$ cat src/rtl/ram_arb_pkg.sv
// Shared types and defaults for the LSU/JTAG single-port RAM arbiter.
package ram_arb_pkg;

   localparam int unsigned DEF_STARVE_MAX = 4;
   localparam int unsigned ADDR_W         = 32;
   localparam int unsigned DATA_W         = 32;
   localparam int unsigned SEL_W          = 4;

   typedef enum logic {
      IDLE      = 1'b0,
      WAIT_DROP = 1'b1
   } arb_state_t;

   typedef struct packed {
      logic              ce;
      logic              we;
      logic [SEL_W-1:0]  sel;
      logic [ADDR_W-1:0] addr;
      logic [DATA_W-1:0] data;
   } ram_req_t;

endpackage

$ cat src/rtl/ram_access_arbiter.sv
// Arbitrates a single-port RAM between the core LSU and a 4-phase JTAG master,
// bounding JTAG starvation to STARVE_MAX consecutive LSU grants.
module ram_access_arbiter
   import ram_arb_pkg::*;
#(
   parameter int unsigned STARVE_MAX = DEF_STARVE_MAX
) (
   input  logic              clk_i,
   input  logic              n_rst_i,
   input  logic              lsu_ce_i,
   input  logic              lsu_we_i,
   input  logic [SEL_W-1:0]  lsu_sel_i,
   input  logic [ADDR_W-1:0] lsu_addr_i,
   input  logic [DATA_W-1:0] lsu_data_i,
   output logic              lsu_stall_o,
   output logic              lsu_rvalid_o,
   output logic [DATA_W-1:0] lsu_data_o,
   input  logic              jtag_halt_i,
   input  logic              jtag_req_i,
   input  logic              jtag_we_i,
   input  logic [SEL_W-1:0]  jtag_sel_i,
   input  logic [ADDR_W-1:0] jtag_addr_i,
   input  logic [DATA_W-1:0] jtag_data_i,
   output logic              jtag_gnt_o,
   output logic              jtag_rvalid_o,
   output logic [DATA_W-1:0] jtag_data_o,
   output logic              ram_ce_o,
   output logic              ram_we_o,
   output logic [SEL_W-1:0]  ram_sel_o,
   output logic [ADDR_W-1:0] ram_addr_o,
   output logic [DATA_W-1:0] ram_data_o,
   input  logic [DATA_W-1:0] ram_data_i
);

   localparam int unsigned    CNT_W   = (STARVE_MAX > 0) ? $clog2(STARVE_MAX + 1) : 1;
   localparam logic [CNT_W-1:0] CNT_MAX = CNT_W'(STARVE_MAX);

   arb_state_t       state, state_nxt;
   logic [CNT_W-1:0] starve_cnt, starve_cnt_nxt;
   logic             jtag_win_c;
   ram_req_t         lsu_req_c, jtag_req_c, ram_req_c;

   assign lsu_req_c  = '{ce: lsu_ce_i, we: lsu_we_i, sel: lsu_sel_i,
                         addr: lsu_addr_i, data: lsu_data_i};
   assign jtag_req_c = '{ce: 1'b1, we: jtag_we_i, sel: jtag_sel_i,
                         addr: jtag_addr_i, data: jtag_data_i};

   always_ff @(posedge clk_i or negedge n_rst_i) begin
      if (!n_rst_i) begin
         state      <= IDLE;
         starve_cnt <= '0;
      end else begin
         state      <= state_nxt;
         starve_cnt <= starve_cnt_nxt;
      end
   end

   // Grant decision, starvation counter and RAM port mux.
   always_comb begin
      state_nxt      = state;
      starve_cnt_nxt = starve_cnt;
      jtag_win_c     = 1'b0;
      ram_req_c      = '0;
      jtag_gnt_o     = 1'b0;
      lsu_stall_o    = 1'b0;

      case (state)
         IDLE: begin
            // Reset is folded in so a grant in progress is dropped immediately.
            jtag_win_c = n_rst_i && jtag_req_i &&
                         (jtag_halt_i || !lsu_ce_i || (starve_cnt == CNT_MAX));
            if (jtag_win_c) begin
               state_nxt      = WAIT_DROP;
               starve_cnt_nxt = '0;
            end else if (jtag_req_i && lsu_ce_i && (starve_cnt != CNT_MAX)) begin
               starve_cnt_nxt = starve_cnt + 1'b1;
            end
         end
         WAIT_DROP: begin
            if (!jtag_req_i) state_nxt = IDLE;
         end
         default: state_nxt = IDLE;
      endcase

      if (!jtag_req_i) starve_cnt_nxt = '0;

      if (jtag_win_c) begin
         ram_req_c   = jtag_req_c;
         jtag_gnt_o  = 1'b1;
         lsu_stall_o = lsu_ce_i;
      end else if (lsu_ce_i) begin
         ram_req_c = lsu_req_c;
      end

      lsu_rvalid_o = lsu_ce_i & ~lsu_we_i & ~lsu_stall_o;
      lsu_data_o   = lsu_rvalid_o ? ram_data_i : '0;
   end

   assign ram_ce_o   = ram_req_c.ce;
   assign ram_we_o   = ram_req_c.we;
   assign ram_sel_o  = ram_req_c.sel;
   assign ram_addr_o = ram_req_c.addr;
   assign ram_data_o = ram_req_c.data;

   // Capture JTAG read data at the grant edge; held until the next JTAG read.
   always_ff @(posedge clk_i or negedge n_rst_i) begin
      if (!n_rst_i) begin
         jtag_rvalid_o <= 1'b0;
         jtag_data_o   <= '0;
      end else begin
         jtag_rvalid_o <= jtag_win_c & ~jtag_we_i;
         if (jtag_win_c && !jtag_we_i) jtag_data_o <= ram_data_i;
      end
   end

endmodule
$ cat config.mk
export PLATFORM = sky130hd
export DESIGN_NAME = ram_access_arbiter
export DESIGN_NICKNAME = d
export VERILOG_FILES = /design/src/rtl/ram_arb_pkg.sv /design/src/rtl/ram_access_arbiter.sv
export SDC_FILE = /design/constraint.sdc
export NUM_CORES = 1
export LEC_CHECK = 0
export CELL_PAD_IN_SITES_DETAIL_PLACEMENT = 1
export CELL_PAD_IN_SITES_GLOBAL_PLACEMENT = 1
export CORE_ASPECT_RATIO = 1.2
export CORE_MARGIN = 3
export CORE_UTILIZATION = 18
export CTS_CLUSTER_SIZE = 14
export DETAILED_ROUTE_END_ITERATION = 6
export GPL_TIMING_DRIVEN = 0
export HOLD_SLACK_MARGIN = 0.12
export PLACE_DENSITY = 0.86
export SETUP_SLACK_MARGIN = 0.1
export SYNTH_ARGS = -nofsm -noshare
export SYNTH_HDL_FRONTEND = slang
export SYNTH_SLANG_ARGS = --single-unit
$ cat constraint.sdc
create_clock -name clk_i -period 1.9 [get_ports clk_i]
set_input_delay 0.38 -clock clk_i [delete_from_list [all_inputs] [get_ports clk_i]]
set_output_delay 0.38 -clock clk_i [all_outputs]
set_load 0.01 [all_outputs]
Word-level counts from Yosys, hierarchy flattened
Index checks and enable logic that the tools add are counted.
{"block": "totals", "output_inout_bits": 138, "register_bits": 37, "in_bits": 175}
{"block": "classes", "eq_ne": 4, "n_reduce_logical": 10, "bitwise": 7, "mux": 13, "addsub": 1}
{"cell": "2-to-1 mux 70 bit", "n": 2}
{"cell": "2-to-1 mux 32 bit", "n": 1}
{"cell": "2-to-1 mux 3 bit", "n": 4}
{"cell": "logical AND 1 bit", "n": 5}
{"cell": "2-to-1 mux 1 bit", "n": 5}
{"cell": "inverter 1 bit", "n": 4}
{"cell": "adder 3 x 1 -> 3 bit, second input constant", "n": 1}
{"cell": "AND 1 bit", "n": 3}
{"cell": "equality test 3 bit, second input constant", "n": 1}
{"cell": "inequality test 3 x 1 -> 1 bit, second input constant", "n": 1}
{"cell": "inequality test 3 bit, second input constant", "n": 1}
{"cell": "zero test 1 bit", "n": 2}
{"cell": "logical OR 1 bit", "n": 2}
{"cell": "inequality test 2 bit, second input constant", "n": 1}
{"cell": "case mux 1 bit (2 select lines)", "n": 1}
{"cell": "AND reduction 2 bit", "n": 1}

Logic depth before layout (Yosys ltp)
{"block": "depth", "word_depth": 9, "mapped_depth": 8, "depth_no_buf": 6}

Worst setup path before layout
No wires, ideal clock.
{"block": "synth_path", "kind": "register to output", "startpoint": "register starve_cnt[0]", "endpoint": "output port ram_addr_o[13]", "t_arrival_ns": 1.588, "path_buffers": 3, "path_stages_with_launch": 9, "required_ns": 1.520, "setup_slack_ns": -0.068, "cell_sequence": "dfrtp_1 -> inv_1 -> ha_1 -> nand2_1 -> a21o_1 -> buf_2 -> buf_6 -> buf_6 -> mux2i_1"}
{"block": "synth_between", "elab_chain_cells": 5}
{"element": "from (decl)", "line_no": "ram_access_arbiter.sv:39", "source": "logic [CNT_W-1:0] starve_cnt, starve_cnt_nxt;"}
{"element": "from (signal assigned)", "line_no": "ram_access_arbiter.sv:54", "source": "starve_cnt <= starve_cnt_nxt;"}
{"element": "equality test 3 bit", "line_no": "ram_access_arbiter.sv:71", "source": "(jtag_halt_i || !lsu_ce_i || (starve_cnt == CNT_MAX));"}
{"element": "logical OR 1 bit", "line_no": "ram_access_arbiter.sv:71"}
{"element": "logical AND 1 bit", "line_no": "ram_access_arbiter.sv:70", "source": "jtag_win_c = n_rst_i && jtag_req_i &&"}
{"element": "2-to-1 mux 1 bit", "line_no": "ram_access_arbiter.sv:67", "source": "case (state)"}
{"element": "2-to-1 mux 70 bit", "line_no": "ram_access_arbiter.sv:87", "source": "if (jtag_win_c) begin"}
{"element": "to (decl)", "line_no": "ram_access_arbiter.sv:30", "source": "output logic [ADDR_W-1:0] ram_addr_o,"}
Every way passes these cells.

Final worst setup path
{"block": "layout_path", "startpoint": "register starve_cnt[0]", "endpoint": "output port ram_addr_o[21]"}
The elaborated chain is that of the path after synthesis.

==> out/metrics.cfg <==
[worst_setup_path]
crit_path_end_kind = output pin
crit_arrival_ns = 2.01
worstSetupStartpointType = flip-flop
required_ns = 1.52
crit_fanout = 8
critPathKind = reg2out

[synth]
synth_cells = 366
synth_warnings = 0
seq_area_frac_synth = 0.2847
ys_ff_latch = 37
syn-cell-area_sq_um = 3252
avgSynthCellArea_sq_um = 8.885
synth_fp_nets = 543
synth_cell_types = 29

[sta]
setup_viol = 135
drv_slew = 0
period_needed_ns = 2.388
relSlewSlack = 0.4623
fin_worst_skew_ns = 0.006596
rsz0062_at_grt = true
tightest_slew_ns = 0.8039
period_share = 1.257
fmax_mhz = 418.7
fin_ws_ns = -0.4884
finalHoldViolCount = 0
tns_ns = -37.66

[status]
status = finished with violations
violations = negative setup slack

[floorplanning]
die_h_um = 153.2
die_w_um = 128.7
start_util = 0.1844
fp-row-count = 53
io-pin-count = 313
core_sq_um = 17640
dieArea_sq_um = 19720

[layout]
drive_gt1_frac = 0.3605
final_cell_mix = 202 x clkdlybuf4s50_1, 79 x buf_2, 70 x inv_1, 70 x nand2_1, 41 x mux2i_1
final_cells = 944
nets = 901
diodes = 0
area_growth_pct = 133.0
num-fill-cells = 2029
stdcell_area_sq_um = 7577
mostFrequentLayoutCell = clkdlybuf4s50_1

[placed_design]
portBuffers = 312
placed_area_sq_um = 6940
dp_hpwl_um = 13060
gp_congestion = 0.7629
place_inst = 899

[cts]
htreeDepth = 2
cts_buffers = 5
path_clk_slew_ns = 0.06
clock-root-buffer = clkbuf_16
clock_latency_ns = 0.28
cts.path.max_buffers = 2
cts_sinks = 37
cts_tree = yes

[global_routing]
grt_pass1_vias = 4385
track_usage = 0.1572
overflow = 0
grt_pass1_wl_um = 24410
grt_max_degree = 18
antenna_found_initial = 0

[routing]
wl_um = 16770
drc_errors = 0
drt-pass1-iter-count = 3
wire_per_inst_um = 17.77
num_vias = 3967
postRouteAntennaNets = 0
dr.first_iter.drc_count = 85
via_per_inst = 4.202

[pwr]
fin_total_pwr_uw = 3907
irDropWorstVdd_mv = 0.3133
power_density_nw_per_um2 = 515.6
p_leak_uw = 0.003953

[flow_run]
max_cap_viol_count = 0

[min_path]
hp-class = in2async

[cell families (layout without fill, tap and decap cells)]
kind of cell               Yosys count  count (layout)  synth area share
DFF                                 37              37            0.2847
muxes                              101             101            0.3567
buffers and inverters              100             458            0.1408
AOI/OAI and AO/OA                    9               9           0.02039
and+or+nand+nor                    117             117            0.1897
adders and majority gates            2               2          0.007694
[synth_stat cells, drive strengths merged]
| library cell | n | area share |
|---|---|---|
| a211o | 1 | 0.0027 |
| a21boi | 3 | 0.0069 |
| a21o | 1 | 0.0023 |
| a21oi | 1 | 0.0015 |
| and2 | 2 | 0.0038 |
| and4b | 1 | 0.0031 |
| buf | 15 | 0.043 |
| clkbuf | 12 | 0.014 |
| dfrtp | 37 | 0.28 |
| ha | 2 | 0.0077 |
| inv | 73 | 0.084 |
| mux2 | 32 | 0.14 |
| mux2i | 69 | 0.21 |
| nand2 | 71 | 0.082 |
| nand2b | 2 | 0.0038 |
| nand3b | 1 | 0.0062 |
| nand4 | 2 | 0.0038 |
| nor2 | 1 | 0.0012 |
| nor2b | 2 | 0.0046 |
| nor3b | 32 | 0.074 |
| nor4b | 1 | 0.0027 |
| o211ai | 2 | 0.0046 |
| o21a | 1 | 0.0023 |
| or2b | 2 | 0.0046 |
[metrics by stage]
stage          setup slack, ns  hold slack (ns)    util
2_1_floorplan          0.03667          0.08441       -
3_3_place_gp            -2.412           0.4865  0.3926
3_5_place_dp            -1.444           0.3555  0.3935
4_1_cts                -0.5197           0.1327  0.4189
5_1_grt                -0.5683           0.1337  0.4296
6_report               -0.4884           0.1416  0.4296
[path summary, 6_finish.rpt]
path                                                  start  slack, ns                          end  cells after the start
worst max-delay path              starve_cnt[0]$_DFFE_PN0P_      -0.49               ram_addr_o[21]                     10
worst min-delay path                                n_rst_i       0.14  jtag_data_o[16]$_DFFE_PN0P_                      2
worst max register to register    starve_cnt[0]$_DFFE_PN0P_      -0.09  jtag_data_o[15]$_DFFE_PN0P_                      9
worst min register to register  jtag_data_o[16]$_DFFE_PN0P_       0.51  jtag_data_o[16]$_DFFE_PN0P_                      1
max in group asynchronous                           n_rst_i       0.66  jtag_data_o[22]$_DFFE_PN0P_                      2
min in group clk_i              jtag_data_o[16]$_DFFE_PN0P_       0.51  jtag_data_o[16]$_DFFE_PN0P_                      1
[metal layers]
metal	share of wire	up-vias	GRT usage
li1	-	1884	-
met4	0.013	0	0.03202
met3	0.072	14	0.04194
met1	0.34	1882	0.1580
met2	0.57	187	0.3147
met5	0	-	0
[area by class of cell]
type,count,area (sq um),share of cell area
clock inverter,1,7.507,0.0009908
inverter,73,279.0,0.03682
timing repair buffer,352,3292,0.4344
clock buffer,6,138.9,0.01833
sequential,37,925.9,0.1222
buffer,26,375.4,0.04954
multi-input combinational,229,2283,0.3014
tap,220,275.3,0.03633
[critical path: stages, from the launching register on]
cell	delay, ns
dfrtp_1	0.39
inv_2	0.09
ha_4	0.15
nand2_4	0.05
a21o_1	0.18
buf_12	0.15
buf_12	0.13
buf_16	0.13
buf_16	0.15
mux2i_4	0.19
buf_6	0.12
[registers in the layout (all words and copies together), names as in the netlist]
register / count
jtag_data_o: 32
starve_cnt: 3
jtag_rvalid_o: 1
state: 1
[repair_timing]
| item | CTS | global route |
|---|---|---|
| setup buffers | 19 | 10 |
| resized for setup | 461 | 62 |
| pin swaps | 7 | 11 |
| gates cloned | 5 | 4 |
| endpoints found under the hold margin | 17 | 0 |
| hold buffers | 2 | 0 |
| setup endpoints to repair | 137 | 134 |
[where the power goes]
group          internal [uW]  leakage, uW  switching, uW
Sequential               963     0.000450            102
Combinational           1270      0.00343            739
Clock                    514    0.0000690            321
Total                   2750      0.00395           1160
(Power assumes the default switching activity.)
